--- src/rtl/velocity_estimator.sv ---
// velocity_estimator: position change over windows of 2^k accepted samples, emitted as a saturated AXI-Stream word
module velocity_estimator #(
  parameter int AXIS_TDATA_WIDTH = 32,
  parameter int MAX_LOG_COUNT    = 16
) (
  input  logic                               SYS_aclk,
  input  logic                               SYS_areset,
  input  logic [4:0]                         CFG_log_count,
  input  logic                               STAT_clear,
  input  logic                               S_AXIS_tvalid,
  input  logic signed [AXIS_TDATA_WIDTH-1:0] S_AXIS_tdata,
  output logic                               M_AXIS_tvalid,
  input  logic                               M_AXIS_tready,
  output logic signed [AXIS_TDATA_WIDTH-1:0] M_AXIS_tdata,
  output logic                               STAT_overflow
);
  localparam int W  = AXIS_TDATA_WIDTH;
  localparam int CW = MAX_LOG_COUNT;
  localparam logic [CW-1:0] ONES = '1;
  typedef enum logic {INIT, RUN} state_t;
  state_t          state_q, state_d;
  logic [CW-1:0]   cnt_q, cnt_d;
  logic [W-1:0]    ref_q, ref_d;
  logic [4:0]      k_q, k_new;
  logic            k_ok_q;
  logic            tvalid_q, tvalid_d;
  logic [W-1:0]    tdata_q, tdata_d;
  logic            ovf_q, ovf_d;
  logic            cfg_change, result, drop;
  logic [CW-1:0]   last_cnt;
  logic [W:0]      diff;
  logic [W-1:0]    sat;
  assign k_new      = (CFG_log_count > 5'(CW)) ? 5'(CW) : CFG_log_count;
  // the very first clock after reset only latches k; it is not a config change
  assign cfg_change = k_ok_q && (k_new != k_q);
  assign last_cnt   = ONES >> (5'(CW) - k_q);
  assign diff       = {S_AXIS_tdata[W-1], S_AXIS_tdata} - {ref_q[W-1], ref_q};
  assign sat        = (diff[W] != diff[W-1]) ? {diff[W], {(W-1){~diff[W]}}} : diff[W-1:0];
  always_comb begin
    state_d = state_q;
    cnt_d   = cnt_q;
    ref_d   = ref_q;
    result  = 1'b0;
    if (cfg_change) begin
      state_d = INIT;
      cnt_d   = '0;
    end else if (S_AXIS_tvalid) begin
      if (state_q == INIT) begin
        state_d = RUN;
        ref_d   = S_AXIS_tdata;
        cnt_d   = '0;
      end else if (cnt_q == last_cnt) begin
        result = 1'b1;
        ref_d  = S_AXIS_tdata;
        cnt_d  = '0;
      end else begin
        cnt_d = cnt_q + 1'b1;
      end
    end
    drop     = result && tvalid_q && !M_AXIS_tready;
    tvalid_d = result || (tvalid_q && !M_AXIS_tready);
    tdata_d  = (result && !drop) ? sat : tdata_q;
    ovf_d    = drop || (ovf_q && !STAT_clear);
  end
  always_ff @(posedge SYS_aclk or posedge SYS_areset) begin
    if (SYS_areset) begin
      state_q  <= INIT;
      cnt_q    <= '0;
      ref_q    <= '0;
      k_q      <= '0;
      k_ok_q   <= 1'b0;
      tvalid_q <= 1'b0;
      tdata_q  <= '0;
      ovf_q    <= 1'b0;
    end else begin
      state_q  <= state_d;
      cnt_q    <= cnt_d;
      ref_q    <= ref_d;
      k_q      <= k_new;
      k_ok_q   <= 1'b1;
      tvalid_q <= tvalid_d;
      tdata_q  <= tdata_d;
      ovf_q    <= ovf_d;
    end
  end
  assign M_AXIS_tvalid = tvalid_q;
  assign M_AXIS_tdata  = tdata_q;
  assign STAT_overflow = ovf_q;
endmodule
--- config.mk ---
export PLATFORM = sky130hd
export DESIGN_NAME = velocity_estimator
export DESIGN_NICKNAME = d
export VERILOG_FILES = /design/src/rtl/velocity_estimator.sv
export SDC_FILE = /design/constraint.sdc
export NUM_CORES = 1
export LEC_CHECK = 0
export CORE_ASPECT_RATIO = 1.2
export CORE_MARGIN = 2
export CORE_UTILIZATION = 35
export DETAILED_ROUTE_END_ITERATION = 10
export GPL_TIMING_DRIVEN = 0
export HOLD_SLACK_MARGIN = 0.02
export PLACE_DENSITY = 0.6
export SYNTH_ARGS = -nofsm -noshare
export SYNTH_HDL_FRONTEND = slang
export SYNTH_SLANG_ARGS = --single-unit
--- constraint.sdc ---
create_clock -name SYS_aclk -period 3.3 [get_ports SYS_aclk]
set_input_delay 0.66 -clock SYS_aclk [delete_from_list [all_inputs] [get_ports SYS_aclk]]
set_output_delay 0.66 -clock SYS_aclk [all_outputs]
set_load 0.05 [all_outputs]
# [Word level (Yosys, flattened, before mapping)]
# Cells that the tools add are included.
[totals] inputBits=42 reg_bits=89 out_inout_bits=34 word_cells=46
[op_classes] n_shift=1 n_addsub=3 reduce_logical=13 n_mux=14 eq_ne=4 order_cmp=1 n_bitwise=2
[op_table] cell="$mux W32" count=3
[op_table] cell="$mux W16" count=4
[op_table] cell="$sub A32 B32 Y33" count=1
[op_table] cell="$add A16 B1 Y16 const B" count=1
[op_table] cell="$eq A16 B16 Y1" count=1
[op_table] cell="$shr A16 B5 Y16 const A" count=1
[op_table] cell="$logic_and A1 B1 Y1" count=6
[op_table] cell="$mux W1" count=6
[op_table] cell="$gt A5 B5 Y1 const B" count=1
[op_table] cell="$mux W5" count=1
[op_table] cell="$ne A5 B5 Y1" count=1
[op_table] cell="$sub A5 B5 Y5 const A" count=1
[op_table] cell="$logic_not A1 Y1" count=3
[op_table] cell="$reduce_and A3 Y1" count=1
[op_table] cell="$logic_or A1 B1 Y1" count=2
[op_table] cell="$ne A2 B1 Y1 const B" count=1
[op_table] cell="$not A1 Y1" count=2
[op_table] cell="$reduce_bool A2 Y1" count=1
[op_table] cell="$ne A1 B1 Y1" count=1

# [Logic depth before layout (Yosys ltp)]
[logic_depth] ltp_word=11 depth_mapped=14

# [Worst setup path after synthesis]
# No wires, ideal clock.
[synth_path] kind="input to register" from="input S_AXIS_tdata[0]" to="register tdata_q[30], in the netlist M_AXIS_tdata[30]" stages=14 setup_time_ns=0.123 arrival_ns=3.240 slack_ns=-0.063 cell_sequence="inv_1 > ha_1 > inv_1 > fa_1 > a21o_1 > a221oi_1 > nand2_1 > a211o_1 > a31oi_1 > nor2_1 > o22ai_2 > buf_2 > a2bb2oi_1 > o21ai_1"
[synth_via] elab_chain_cells=3
[synth_lines] item="start: declaration" line_no="11" text="input logic signed [AXIS_TDATA_WIDTH-1:0] S_AXIS_tdata,"
[synth_lines] item="$sub A32 B32 Y33 (*)" line_no="37" text="assign diff = {S_AXIS_tdata[W-1], S_AXIS_tdata} - {ref_q[W-1], ref_q};"
[synth_lines] item="$ne A1 B1 Y1 / $not A1 Y1 (equally long branches)" line_no="38" text="assign sat = (diff[W] != diff[W-1]) ? {diff[W], {(W-1){~diff[W]}}} : diff[W-1:0];"
[synth_lines] item="$mux W32 (*)" line_no="38"
[synth_lines] item="end signal: assignment" line_no="82" text="tdata_q <= tdata_d;"
[synth_lines] item="end: declaration" line_no="27" text="logic [W-1:0] tdata_q, tdata_d;"
# Every way passes the cells marked *; elsewhere a longest branch is shown, timed or not.
# A chain may end at the register's enable or synchronous reset.

# [Final worst setup path]
[layout_path] from="input S_AXIS_tdata[5]" to="register tdata_q[23], in the netlist M_AXIS_tdata[23]"
# The elaborated chain is that of the path after synthesis.

==> flow_summary.ini <==
[worst_setup_path]
setup.worst_path.end_class = flop
crit_fanout = 7
cp_data_arrival_time_ns = 3.46
crit_path_end = M_AXIS_tdata[23]
r2r_cells = 11
r2r-start = k_q[0]
worstSetupStartpointType = primary input
reg2reg_to = ref_q[0]
cp-startpoint = S_AXIS_tdata[5]
crit_required_ns = 3.54
rrSetupSlack_ns = 0.17
criticalPathCategory = primary input to flop

[layout]
layout_commonest_cell = nand2_1
final_area_sq_um = 8280
layout_common_cells = nand2_1, dfrtp_1, clkdlybuf4s50_1
drive_gt1_share_pct = 16.4
antenna_cells = 0
area_growth_pct = 33.2
num-nets-final = 907

[grt]
grt_remaining_overflow = 0
grt_pass1_vias = 5365
grt_start_max_net_pins = 56
antenna_found_initial = 0
grt_pass1_wl_um = 26600
track_usage_pct = 17.6

[placement]
port_buffers = 75
dpl.hpwl_um = 12200
place_area_sq_um = 7280
place_congestion = 0.858

[power_and_ir_drop]
leakage_uw = 0.00355
p_per_area_nw_per_um2 = 643
irDropWorstVdd_v = 0.000335

[synth]
synth_compound_area_share_pct = 20.6
netlist_area_sq_um = 6220
synth_top_family_by_area = compound AO/OA/AOI/OAI gates
synth_edf_count = 0
ys_ff_latch = 89
synth_xor_area_share_pct = 6.48
yosys_most_used_dff = dfrtp_1
netlist_instances = 729
ys.warnings.count = 0
yosysUniqueCellTypes = 68
synthAdderAreaFrac_pct = 12.4
syn_area_per_cell_sq_um = 8.53
syn_nets = 808
ys_seq_area_share_pct = 35.8
synth-async-reset-ratio_pct = 100
synth-simple-area-share_pct = 18.1
muxShareOfSynthArea_pct = 0.705

[sta]
fin_skew_ns = 0.00881
finalHoldViolCount = 0
drv_slew = 0
max_freq_ghz = 0.310
fin_setup_tns_ns = 0
min_period_ns = 3.22
worst_pin_slew_ns = 0.690
holdWs_ns = 0.481
slew_headroom_pct = 53.8
setup_viol = 0
fin_crit_sh_pct = 97.6

[clock_network]
cts_max_path_buffers = 2
cts.sinks = 89
cts_tree = yes
cts-htree-levels = 3
clkLatencyLatePin_ns = 0.36
numCtsBuffers = 9
path_clk_slew_ns = 0.07
cts_root_buffer = clkbuf_16

[die]
die_h_um = 150
die_area_sq_um = 18800
coreArea_sq_um = 17400
io_pins = 76
die_width_um = 126
rows = 53
initial_core_util_pct = 35.6

[route]
firstDrtPassIters = 4
drtIter0Drc = 277
wl_per_cell_um = 16.1
wl_um = 16900
vias = 5529
via_per_inst = 5.25
drc = 0
ant_nets = 0

[worst_hold_path]
hold_path_class = flop to flop

[outcome]
status = complete, no violations

[flow_run]
maxCapViolCount = 0
[power by group]
group	leakage (uW)	total, uW	switching [uW]	internal [uW]
clock	0.000145	1040	458	578
sequential	0.00116	1400	105	1290
combinational	0.00224	2890	1640	1250
total	0.00355	5330	2200	3130
[routing by layer]
metal / global-route usage (%) / part of all wire (%)
met5: 0 / 0
met4: 8.17 / 3.2
met3: 3.29 / 3.3
met2: 31.6 / 51
met1: 20.3 / 42
[Yosys cell counts, drive strengths merged (12+ instances only)]
cell	instances	area share, %
a21o	24	2.9
a21oi	39	3.1
and3	12	1.2
buf	18	1.7
clkbuf	21	1.3
dfrtp	89	36
ha	36	7.2
inv	48	2.9
maj3	30	4.8
nand2	95	5.7
nand3	17	1.4
nor2	27	1.6
nor2b	12	1.2
o21ai	97	7.8
xnor2	25	3.5
xor2	21	3.0
[worst max-delay path, cell delays in order]
cell and delay (ns):
clkdlybuf4s50_1 0.57, ha_4 0.26, and3_1 0.22, a221oi_4 0.32, nand2_2 0.11, a211o_4 0.38, a31oi_4 0.17, nor2_2 0.06
o22ai_2 0.11, buf_6 0.20, buf_8 0.14, maj3_2 0.20, o21ai_1 0.06
[stage by stage]
step,power [uW],cells,utilization [%],setup WS [ns]
after floorplan,3180,729,-,0.0598
after global placement,3840,1024,41.6,-1.24
after detailed placement,3850,1025,41.7,-1.19
after CTS,5120,1041,44.9,-0.00901
after global routing,5650,1053,47.5,-0.0428
final,5330,1053,47.5,0.0788
[timing repair]
item                       in CTS  in global routing
hold buffers                    0                  0
gates cloned                    1                  1
resized for setup              57                 78
pin swaps                      13                 20
setup buffers                   7                 13
setup endpoints to repair      80                 79
[state kept, by name (all words and copies together) (netlist names)]
register,flops
M_AXIS_tdata,32
STAT_overflow,1
ref_q,32
M_AXIS_tvalid,1
cnt_q,16
state_q,1
k_ok_q,1
k_q,5
[layout make-up]
cell class                 count  area, sq um
inverter                      48          183
multi-input combinational    553         4060
clock inverter                 4         33.8
clock buffer                  12          267
buffer                        29          216
timing repair buffer          98         1020
fill                        1665         9160
tap                          220          275
sequential                    89         2230
[worst min path at each step]
stage	from	endpoint	slack (ns)	cells past startpoint
6_report	M_AXIS_tdata[1]	M_AXIS_tdata[1]	0.48	2
5_1_grt	M_AXIS_tdata[1]	M_AXIS_tdata[1]	0.51	2
4_1_cts	M_AXIS_tdata[1]	M_AXIS_tdata[1]	0.49	2
3_5_place_dp	M_AXIS_tdata[1]	M_AXIS_tdata[1]	0.48	2
3_3_place_gp	M_AXIS_tdata[1]	M_AXIS_tdata[1]	0.47	2
2_1_floorplan	state_q	state_q	0.46	2
[cell families after synthesis]
kind of cell / count (synthesis)
fa+ha+maj: 67
simple gates: 222
xor+xnor: 46
other cells: 1
buf+inv: 87
flops: 89
compound gates: 213
mux: 4
No activity file was read; power rests on OpenSTA's default activity.
